## src/rtl/psum_accum_pkg.sv

```systemverilog
// psum_accum_pkg: shared types and constants for the partial-sum accumulator.
// Holds the FSM state encoding and the default lane geometry used by the
// top level and by the single-lane saturating adder.
package psum_accum_pkg;

    // Default lane geometry; the top level exposes these as overridable parameters.
    localparam int PSUM_BW_DEFAULT = 16;
    localparam int COL_DEFAULT     = 8;
    localparam int DEPTH_DEFAULT   = 16;

    // Accumulator FSM states.
    typedef enum logic [1:0] {
        IDLE  = 2'd0,
        ACCUM = 2'd1,
        DRAIN = 2'd2
    } state_t;

endpackage

```

## src/rtl/psum_accum_if.sv

```systemverilog
// psum_accum_if: partial-sum input stream and final-pixel output stream.
//
// Handshake rule for both streams: a transfer happens on a rising clock edge
// exactly when valid and ready are both high. The producer holds data stable
// while valid is high and ready is low; ready may depend on state but never
// on valid.
interface psum_accum_if #(
    parameter int col     = 8,
    parameter int psum_bw = 16
);
    logic                     in_valid;
    logic                     in_ready;
    logic [psum_bw*col-1:0]   in_data;
    logic                     out_valid;
    logic                     out_ready;
    logic [psum_bw*col-1:0]   out_data;

    // Upstream core plus downstream sink side.
    modport master (
        output in_valid,
        output in_data,
        output out_ready,
        input  in_ready,
        input  out_valid,
        input  out_data
    );

    // Accumulator side.
    modport slave (
        input  in_valid,
        input  in_data,
        input  out_ready,
        output in_ready,
        output out_valid,
        output out_data
    );
endinterface

```

## src/rtl/psum_accum_sat_add_lane.sv

```systemverilog
// sat_add_lane: one signed lane of a saturating adder. The sum is formed one
// bit wider than the operands; disagreement of the top two bits marks an
// overflow, and the wide sign bit picks which rail to clamp to.
module sat_add_lane
    import psum_accum_pkg::*;
#(
    parameter int W = PSUM_BW_DEFAULT
) (
    input  logic signed [W-1:0] a,
    input  logic signed [W-1:0] b,
    output logic signed [W-1:0] y
);

    logic signed [W:0] sum_w;

    // Widened add followed by clamp to the signed W-bit range.
    always_comb begin
        sum_w = {a[W-1], a} + {b[W-1], b};
        if (sum_w[W] != sum_w[W-1]) begin
            y = sum_w[W] ? {1'b1, {(W-1){1'b0}}} : {1'b0, {(W-1){1'b1}}};
        end else begin
            y = sum_w[W-1:0];
        end
    end

endmodule

```

## src/rtl/psum_accum.sv

```systemverilog
// psum_accum: accumulates per-pixel partial sums over several kernel passes
// and then drains the finished pixels downstream.
//
// A job is nout pixels by npass passes. Pass 0 stores each beat as-is; later
// passes add the beat to the stored pixel with per-lane signed saturation.
// After the last beat of the last pass the buffer is streamed out in pixel
// order, and done pulses once the final pixel has been taken.
//
// Optional build macro: PSUM_ACCUM_RELU_EN clamps negative lanes to zero on
// the drain path; without it lanes leave unmodified.
module psum_accum
    import psum_accum_pkg::*;
#(
    parameter int col     = COL_DEFAULT,
    parameter int psum_bw = PSUM_BW_DEFAULT,
    parameter int depth   = DEPTH_DEFAULT
) (
    input  logic                     clk,
    input  logic                     reset,
    input  logic                     start,
    input  logic [3:0]               cfg_npass,
    input  logic [$clog2(depth):0]   cfg_nout,
    psum_accum_if.slave              io,
    output logic                     busy,
    output logic                     done,
    output state_t                   dbg_state
);

    localparam int DW = psum_bw * col;
    localparam int NW = $clog2(depth) + 1;
    localparam int AW = (depth > 1) ? $clog2(depth) : 1;

    // Control registers.
    state_t          state_q,  state_d;
    logic [3:0]      pass_q,   pass_d;
    logic [3:0]      npass_q,  npass_d;
    logic [NW-1:0]   nout_q,   nout_d;
    logic [AW-1:0]   wr_addr_q, wr_addr_d;
    logic [AW-1:0]   rd_addr_q, rd_addr_d;
    logic            done_q,   done_d;

    // Pixel buffer; contents are don't-care until a job's pass 0 writes them.
    logic [DW-1:0]   mem_q [depth];

    logic            accept;
    logic            emit;
    logic            last_addr;
    logic            last_pass;
    logic            last_rd;
    logic [3:0]      npass_eff;
    logic [NW-1:0]   nout_eff;
    logic [DW-1:0]   acc_word;
    logic [DW-1:0]   sum_word;
    logic [DW-1:0]   wr_word;
    logic [DW-1:0]   out_word;

    assign accept    = io.in_valid && (state_q == ACCUM);
    assign emit      = io.out_ready && (state_q == DRAIN);
    assign last_addr = ({{(NW-AW){1'b0}}, wr_addr_q} == (nout_q - NW'(1)));
    assign last_pass = (pass_q == (npass_q - 4'd1));
    assign last_rd   = ({{(NW-AW){1'b0}}, rd_addr_q} == (nout_q - NW'(1)));

    // Job configuration sanitised at start: zero means one, nout capped at depth.
    always_comb begin
        npass_eff = (cfg_npass == 4'd0) ? 4'd1 : cfg_npass;
        if (cfg_nout == '0) begin
            nout_eff = NW'(1);
        end else if (cfg_nout > NW'(depth)) begin
            nout_eff = NW'(depth);
        end else begin
            nout_eff = cfg_nout;
        end
    end

    // Saturating adders for every lane: stored pixel plus incoming beat.
    assign acc_word = mem_q[wr_addr_q];

    for (genvar g = 0; g < col; g++) begin : g_lane
        sat_add_lane #(
            .W (psum_bw)
        ) u_sat_add_lane (
            .a (acc_word[g*psum_bw +: psum_bw]),
            .b (io.in_data[g*psum_bw +: psum_bw]),
            .y (sum_word[g*psum_bw +: psum_bw])
        );
    end

    // Pass 0 overwrites whatever an earlier job left; later passes accumulate.
    assign wr_word = (pass_q == 4'd0) ? io.in_data : sum_word;

    // Buffer write port, one accepted beat per cycle.
    always_ff @(posedge clk) begin
        if (accept) begin
            mem_q[wr_addr_q] <= wr_word;
        end
    end

    // FSM next-state, pointer and pass bookkeeping.
    always_comb begin
        state_d   = state_q;
        pass_d    = pass_q;
        npass_d   = npass_q;
        nout_d    = nout_q;
        wr_addr_d = wr_addr_q;
        rd_addr_d = rd_addr_q;
        done_d    = 1'b0;
        case (state_q)
            IDLE: begin
                if (start) begin
                    state_d   = ACCUM;
                    npass_d   = npass_eff;
                    nout_d    = nout_eff;
                    pass_d    = 4'd0;
                    wr_addr_d = '0;
                    rd_addr_d = '0;
                end
            end
            ACCUM: begin
                if (accept) begin
                    if (last_addr) begin
                        wr_addr_d = '0;
                        if (last_pass) begin
                            state_d   = DRAIN;
                            rd_addr_d = '0;
                        end else begin
                            pass_d = pass_q + 4'd1;
                        end
                    end else begin
                        wr_addr_d = wr_addr_q + AW'(1);
                    end
                end
            end
            DRAIN: begin
                if (emit) begin
                    if (last_rd) begin
                        state_d   = IDLE;
                        rd_addr_d = '0;
                        done_d    = 1'b1;
                    end else begin
                        rd_addr_d = rd_addr_q + AW'(1);
                    end
                end
            end
            default: begin
                state_d = IDLE;
            end
        endcase
    end

    // Control register update with synchronous reset.
    always_ff @(posedge clk) begin
        if (reset) begin
            state_q   <= IDLE;
            pass_q    <= 4'd0;
            npass_q   <= 4'd1;
            nout_q    <= NW'(1);
            wr_addr_q <= '0;
            rd_addr_q <= '0;
            done_q    <= 1'b0;
        end else begin
            state_q   <= state_d;
            pass_q    <= pass_d;
            npass_q   <= npass_d;
            nout_q    <= nout_d;
            wr_addr_q <= wr_addr_d;
            rd_addr_q <= rd_addr_d;
            done_q    <= done_d;
        end
    end

    // Drain data path; zero outside DRAIN so reset and idle present a clean bus.
    always_comb begin
        out_word = '0;
        if (state_q == DRAIN) begin
`ifdef PSUM_ACCUM_RELU_EN
            for (int l = 0; l < col; l++) begin
                if (mem_q[rd_addr_q][l*psum_bw + psum_bw - 1]) begin
                    out_word[l*psum_bw +: psum_bw] = '0;
                end else begin
                    out_word[l*psum_bw +: psum_bw] = mem_q[rd_addr_q][l*psum_bw +: psum_bw];
                end
            end
`else
            out_word = mem_q[rd_addr_q];
`endif
        end
    end

    assign io.in_ready  = (state_q == ACCUM);
    assign io.out_valid = (state_q == DRAIN);
    assign io.out_data  = out_word;
    assign busy         = (state_q != IDLE);
    assign done         = done_q;
    assign dbg_state    = state_q;

endmodule

```

## src/flat_wrapper.sv

```systemverilog
// flat-port wrapper written by rule: the top's interface ports become plain ports
module psum_accum_flat import psum_accum_pkg::*;
#(
    parameter int col     = COL_DEFAULT,
    parameter int psum_bw = PSUM_BW_DEFAULT,
    parameter int depth   = DEPTH_DEFAULT
)
  (clk, reset, start, cfg_npass, cfg_nout, busy, done, dbg_state, io_in_valid, io_in_data, io_out_ready, io_in_ready, io_out_valid, io_out_data);
  psum_accum_if #(.col(col), .psum_bw(psum_bw)) io_i ();
  input  logic clk;
  input  logic reset;
  input  logic start;
  input  logic [3:0] cfg_npass;
  input  logic [$clog2(depth):0] cfg_nout;
  output logic busy;
  output logic done;
  output state_t dbg_state;
  input wire logic [$bits(io_i.in_valid)-1:0] io_in_valid;
  input wire logic [$bits(io_i.in_data)-1:0] io_in_data;
  input wire logic [$bits(io_i.out_ready)-1:0] io_out_ready;
  output wire logic [$bits(io_i.in_ready)-1:0] io_in_ready;
  output wire logic [$bits(io_i.out_valid)-1:0] io_out_valid;
  output wire logic [$bits(io_i.out_data)-1:0] io_out_data;
  assign io_i.in_valid = io_in_valid;
  assign io_i.in_data = io_in_data;
  assign io_i.out_ready = io_out_ready;
  assign io_in_ready = io_i.in_ready;
  assign io_out_valid = io_i.out_valid;
  assign io_out_data = io_i.out_data;
  psum_accum #(.col(col), .psum_bw(psum_bw), .depth(depth)) u_core (.clk(clk), .reset(reset), .start(start), .cfg_npass(cfg_npass), .cfg_nout(cfg_nout), .io(io_i), .busy(busy), .done(done), .dbg_state(dbg_state));
endmodule
```

## config.mk

```make
export PLATFORM = sky130hd
export DESIGN_NAME = psum_accum_flat
export DESIGN_NICKNAME = d
export VERILOG_FILES = /design/src/rtl/psum_accum_pkg.sv /design/src/rtl/psum_accum_if.sv /design/src/rtl/psum_accum_sat_add_lane.sv /design/src/rtl/psum_accum.sv /design/src/flat_wrapper.sv
export SDC_FILE = /design/constraint.sdc
export NUM_CORES = 2
export LEC_CHECK = 0
export BUFFER_PORTS_ARGS = -buffer_cell sky130_fd_sc_hd__buf_2
export CAP_MARGIN = 20
export CORE_MARGIN = 5
export CORE_UTILIZATION = 60
export CTS_CLUSTER_DIAMETER = 100
export DETAILED_ROUTE_END_ITERATION = 8
export MAX_ROUTING_LAYER = met4
export PLACE_DENSITY_LB_ADDON = 0.3
export SLEW_MARGIN = 20
export SYNTH_ARGS = -nofsm -noshare
export SYNTH_HDL_FRONTEND = slang
export SYNTH_HIERARCHICAL = 1
export SYNTH_SLANG_ARGS = --single-unit
```

## constraint.sdc

```tcl
create_clock -name clk -period 28.9 [get_ports clk]
set_input_delay 5.78 -clock clk [delete_from_list [all_inputs] [get_ports clk]]
set_output_delay 5.78 -clock clk [all_outputs]
set_load 0.01 [all_outputs]
```

Word-level counts from Yosys, hierarchy flattened --
Memory sizes are Yosys's and may differ from the RTL's. A register that Yosys moved wholly into a read port is not among the register bits. Cells that the tools add are included.
Storage, ports and cells: output and inout bits 134, bits of input ports 142, memory bits (writable) 2048, word-level logic and storage cells 108, memories kept 1, register bits 24
Memory list:
- u_core.mem_q | depth 16, bits a word 128, rd ports 2, clocked after Yosys merged registers in 2, wr ports 1, RTL line psum_accum.sv:43 | logic [DW-1:0] mem_q [depth];
Operators by class: add/sub/neg operators 13, reduce and logical (&&, ||, !) cells 15, equality and inequality tests 20, mux-type cells 49, order comparisons 1, bitwise gates (word level) 2
Operators by type and width (number):
- 128-bit 2-to-1 mux | 2
- 16-bit 2-to-1 mux | 16
- 16-bit by 16-bit adder with 17-bit output | 8
- 4-bit 2-to-1 mux | 16
- 4-bit case mux with 2 select lines | 2
- 4-bit by 1-bit adder with 4-bit output (second input constant) | 3
- 2-bit 2-to-1 mux | 6
- 4-bit case mux with 3 select lines | 1
- 6-bit AND reduction | 2
- 4-bit by 5-bit equality test with 1-bit output | 2
- 5-bit 2-to-1 mux | 2
- 2-bit by 1-bit != test with 1-bit output (second input constant) | 5
- 4-bit zero test | 2
- 1-bit != test | 8
- 2-bit case mux with 3 select lines | 1
- 5-bit > comparator (second input constant) | 1
- 5-bit zero test | 1
- 5-bit AND reduction | 1
- 5-bit by 1-bit subtractor with 5-bit output (second input constant) | 1
- 4-bit equality test | 1
- 2-bit != test (second input constant) | 2
- 2-bit nonzero test | 2
- 4-bit by 1-bit subtractor with 4-bit output (second input constant) | 1
- 1-bit 2-to-1 mux | 3
- other kinds (9) | 11

Logic depth before layout (Yosys ltp) --
depth after elaboration 8, depth in mapped cells 19, gate-level depth less buffers 15

Hierarchy --
The synthesis kept the hierarchy.
Modules (own cells, without submodules):
- psum_accum | instances 1, seq. area each 62139.6 um^2, area an instance 95855.7 um^2, cells each 4155
- sat_add_lane | instances 8, seq. area each 0.0 um^2, area an instance 1139.8 um^2, cells each 150

Least setup slack after synthesis --
Ideal clock, no wire load.
kind input port to flip-flop, from in io_in_valid, to mem u_core/mem_q[0][0] (netlist bit) (enable), arrival time 14.685 ns, library setup time 0.773 ns, cell stages on the path 3, setup slack 13.443 ns, path buffers 0, cells stage by stage and2_1 nand2_1 nor3_1
On the way: word-level cells in the longest chain between the ends 3
RTL lines:
- from (decl) | RTL line flat_wrapper.sv:18 | input wire logic [$bits(io_i.in_valid)-1:0] io_in_valid;
- 1-bit logical AND | RTL line psum_accum.sv:57 | assign accept = io.in_valid && (state_q == ACCUM);
- 1-bit 2-to-1 mux | RTL line psum_accum.sv:93 | if (accept) begin
- 1-bit 2-to-1 mux (not written as such) | RTL line psum_accum.sv:94 | mem_q[wr_addr_q] <= wr_word;
- to (decl) | RTL line psum_accum.sv:43
No other way between the ends.

==> run summary <==
crit-path cells = buf_4 -> buf_12 -> buf_4 -> mux4_2 -> mux4_2 -> and2_1 -> buf_2
Syn. warnings = 6
RSZ-0062 raised after global routing = false
Psw = 1.68 mW
top-count cell post-synth = edfxtp_1
Die ar. = 183000 um2
initial antenna violation count = 29
pwr dens = 60.4 nW/um2
Core Region = 174000 um2
Peak VDD IR = 0.0489 mV
number of unique standard cell types used by synthesis = 69
setup bufs post-CTS = 0
Max FO, Critical Path = 110
CP required = 23120 ps
Synth Area per Inst = 19.6 um2
clock sink total = 2080
Tmin final = 11760 ps
routed vias = 59033
top_reg_cell synth = edfxtp_1
CP peak stage delay = 920 ps
Worst Path Arrival = 5980 ps
status = finished clean
Pre-antenna DRT Iters = 5
FP Rows = 153
Fmax achieved = 0.0850 GHz
Hold Path Class = reg2reg
Cell Area, Synth = 105000 um2
Pint = 5.29 mW
worst path bufs/invs = 4
Setup-failing EPs final = 0
share of cells above drive strength 1 = 38.5%
GPL Wtd Cong = 0.876
fin util = 66.3%
WL per Instance = 34.0 um
Mapped Cells = 5355
Fin Clk Skew = 30.1 ps
Clk Latency, worst-skew pair = 850 ps
Fin. Hold Viols = 0
clock power share = 38.2%
fin. max-slew vios = 0
DP Wirelength = 150000 um
leakage power = 35.3 nW
Die X = 428 um
# nets final = 5852
initial cell density of the core = 60.3%
Synth area leader = edfxtp_1
top-area cell type share of the netlist area = 58.6%
port bufs = 275
syn nets = 5642
sw frac = 24.1%
CTS Buffer Depth = 3
Layout fillers = 10939
sequential power share = 48.4%
I/O Pins = 276
Post-synth top cells = edfxtp_1 (2048), mux4_2 (1265), a21oi_1 (227)
largest cells by area after synthesis = edfxtp_1 (59%), mux4_2 (27%), ha_1 (1.6%)
Max Cap Viol = 0
placed insts = 7683
CTS Buf Count = 204
Gate power share = 13.4%
sequential-to-total area share from yosys stat = 59.2%
DR iter-0 viols = 7675
drt total wl = 275000 um
DRC Markers = 0
total power draw = 6.96 mW
DRT antenna net count = 0
Finished Layout Cells = 8077
post-CTS sizing = 0
slowest CP cell = dfxtp_4
H-tree depth = 4
vias per std cell = 7.31
Tcrit/Tclk final = 40.7%
Setup TNS Final = 0 ps
Die H = 428 um
CTS tree = built
largest net degree at the start of global routing = 143
first-pass GRT wire length = 407000 um
Layout area overhead = 9.82%
Worst Tran Pin Value = 1090 ps
hold buffer count at cts = 0
CTS Root Cell = clkbuf_16
Yosys reg bits = 2080
ys async rst share = 0%
WS Path Type = reg2out
vias in the first global route = 60753
Clock transition at path regs = 60 ps
Post-synth EDFFs = 2048
slew margin rel. = 27.1%
startpoint type of the worst setup path = flip-flop
gr ovfl total = 0
delay-heaviest family, CP = buffers and inverters
crit end category = primary output
GRT Util Overall = 30.9%
metal layers:
| metal | track usage [%] | vias to the layer above | wire [um] | part of all wire (%) |
|---|---|---|---|---|
| met1 | 42.3 | 31273 | 99900 | 36 |
| met2 | 48.3 | 3701 | 136000 | 50 |
| li1 | - | 23520 | - | - |
| met3 | 4.66 | 539 | 27900 | 10 |
| met4 | 11.5 | 0 | 10500 | 3.8 |
| met5 | - | - | 0 | 0 |
power groups by stage:
stage / Combinational (mW) / Clock [mW] / Sequential, mW
2_1_floorplan: 0.735 / 0 / 3.43
4_1_cts: 0.927 / 2.69 / 3.37
3_3_place_gp: 0.898 / 0 / 3.43
6_report: 0.932 / 2.66 / 3.37
5_1_grt: 1.01 / 2.83 / 3.37
3_5_place_dp: 0.918 / 0 / 3.44
flip-flops by register name, summed over array words and instances, names as in the netlist, named ones only:
name / flops
u_core/rd_addr_q: 4
u_core/done: 1
u_core/pass_q: 4
u_core/nout_q: 5
u_core/wr_addr_q: 4
u_core/mem_q: 2048
u_core/dbg_state: 2
u_core/npass_q: 4
path summary, 6_finish.rpt:
kind / to / start / cells past startpoint / slack [ps]
worst max-delay path: io_out_data[41] / flip-flop / 7 / 17140
worst max register to register: u_core/mem_q[5][117] / flip-flop / 20 / 19620
worst min-delay path: u_core/npass_q[2] / u_core/npass_q[2] / 2 / 490
worst min register to register: u_core/npass_q[2] / u_core/npass_q[2] / 2 / 490
cell families after synthesis:
family                     count (synthesis)  synth area share, %
xor gates and xnor gates                 128                 1.24
adders and majority gates                209                 2.41
muxes                                   1419                 28.9
and+or+nand+nor                          474                 2.53
buffers and inverters                    451                 1.98
AOI/OAI and AO/OA                        594                 3.79
DFF                                     2080                 59.2
through the flow:
| stage | setup slack, ps | cell area [um2] | hold WS [ps] |
|---|---|---|---|
| finish | 17140 | 115000 | 494 |
| global route | 16550 | 115000 | 517 |
| CTS | 16900 | 115000 | 495 |
| detailed placement | 17880 | 109000 | 484 |
| global placement | 17880 | 108000 | 467 |
| floorplan | 13440 | 105000 | 449 |
layout make-up:
type                            instances  area, um2  area share (%)
Sequential cell                      2080      62200            53.9
Multi-Input combinational cell       2824      40900            35.5
Clock buffer                          242       5330            4.63
Tap cell                             2325       2910            2.52
Timing Repair Buffer                  384       2370            2.06
Clock inverter                        134       1310            1.14
Inverter                               71        267           0.231
Antenna cell                           17       42.5          0.0369
worst min-delay path: cells and delay by family (launching register included):
family          cells  cell delay, ps
simple gates        1              60
flops               1             330
compound gates      1              50
placed cells by master (no fill, tap or decap), types with 37 or more instances in the layout:
| cell type | Yosys | layout |
|---|---|---|
| nor2_1 | 84 | 72 |
| mux2_2 | 128 | 128 |
| o21bai_1 | 40 | 40 |
| buf_4 | 15 | 96 |
| o32a_1 | 48 | 48 |
| edfxtp_1 | 2048 | 2048 |
| o21ai_0 | 93 | 93 |
| a21oi_1 | 227 | 227 |
| ha_1 | 137 | 137 |
| mux4_2 | 1265 | 1265 |
| maj3_1 | 48 | 48 |
| clkinv_2 | 0 | 37 |
| buf_2 | 128 | 275 |
| clkbuf_16 | 0 | 208 |
| a21o_1 | 40 | 40 |
| clkinv_1 | 1 | 47 |
| nand2_1 | 101 | 101 |
| inv_1 | 70 | 70 |
| and2_1 | 129 | 129 |
| xnor2_1 | 88 | 88 |
(Power assumes the default switching activity.)
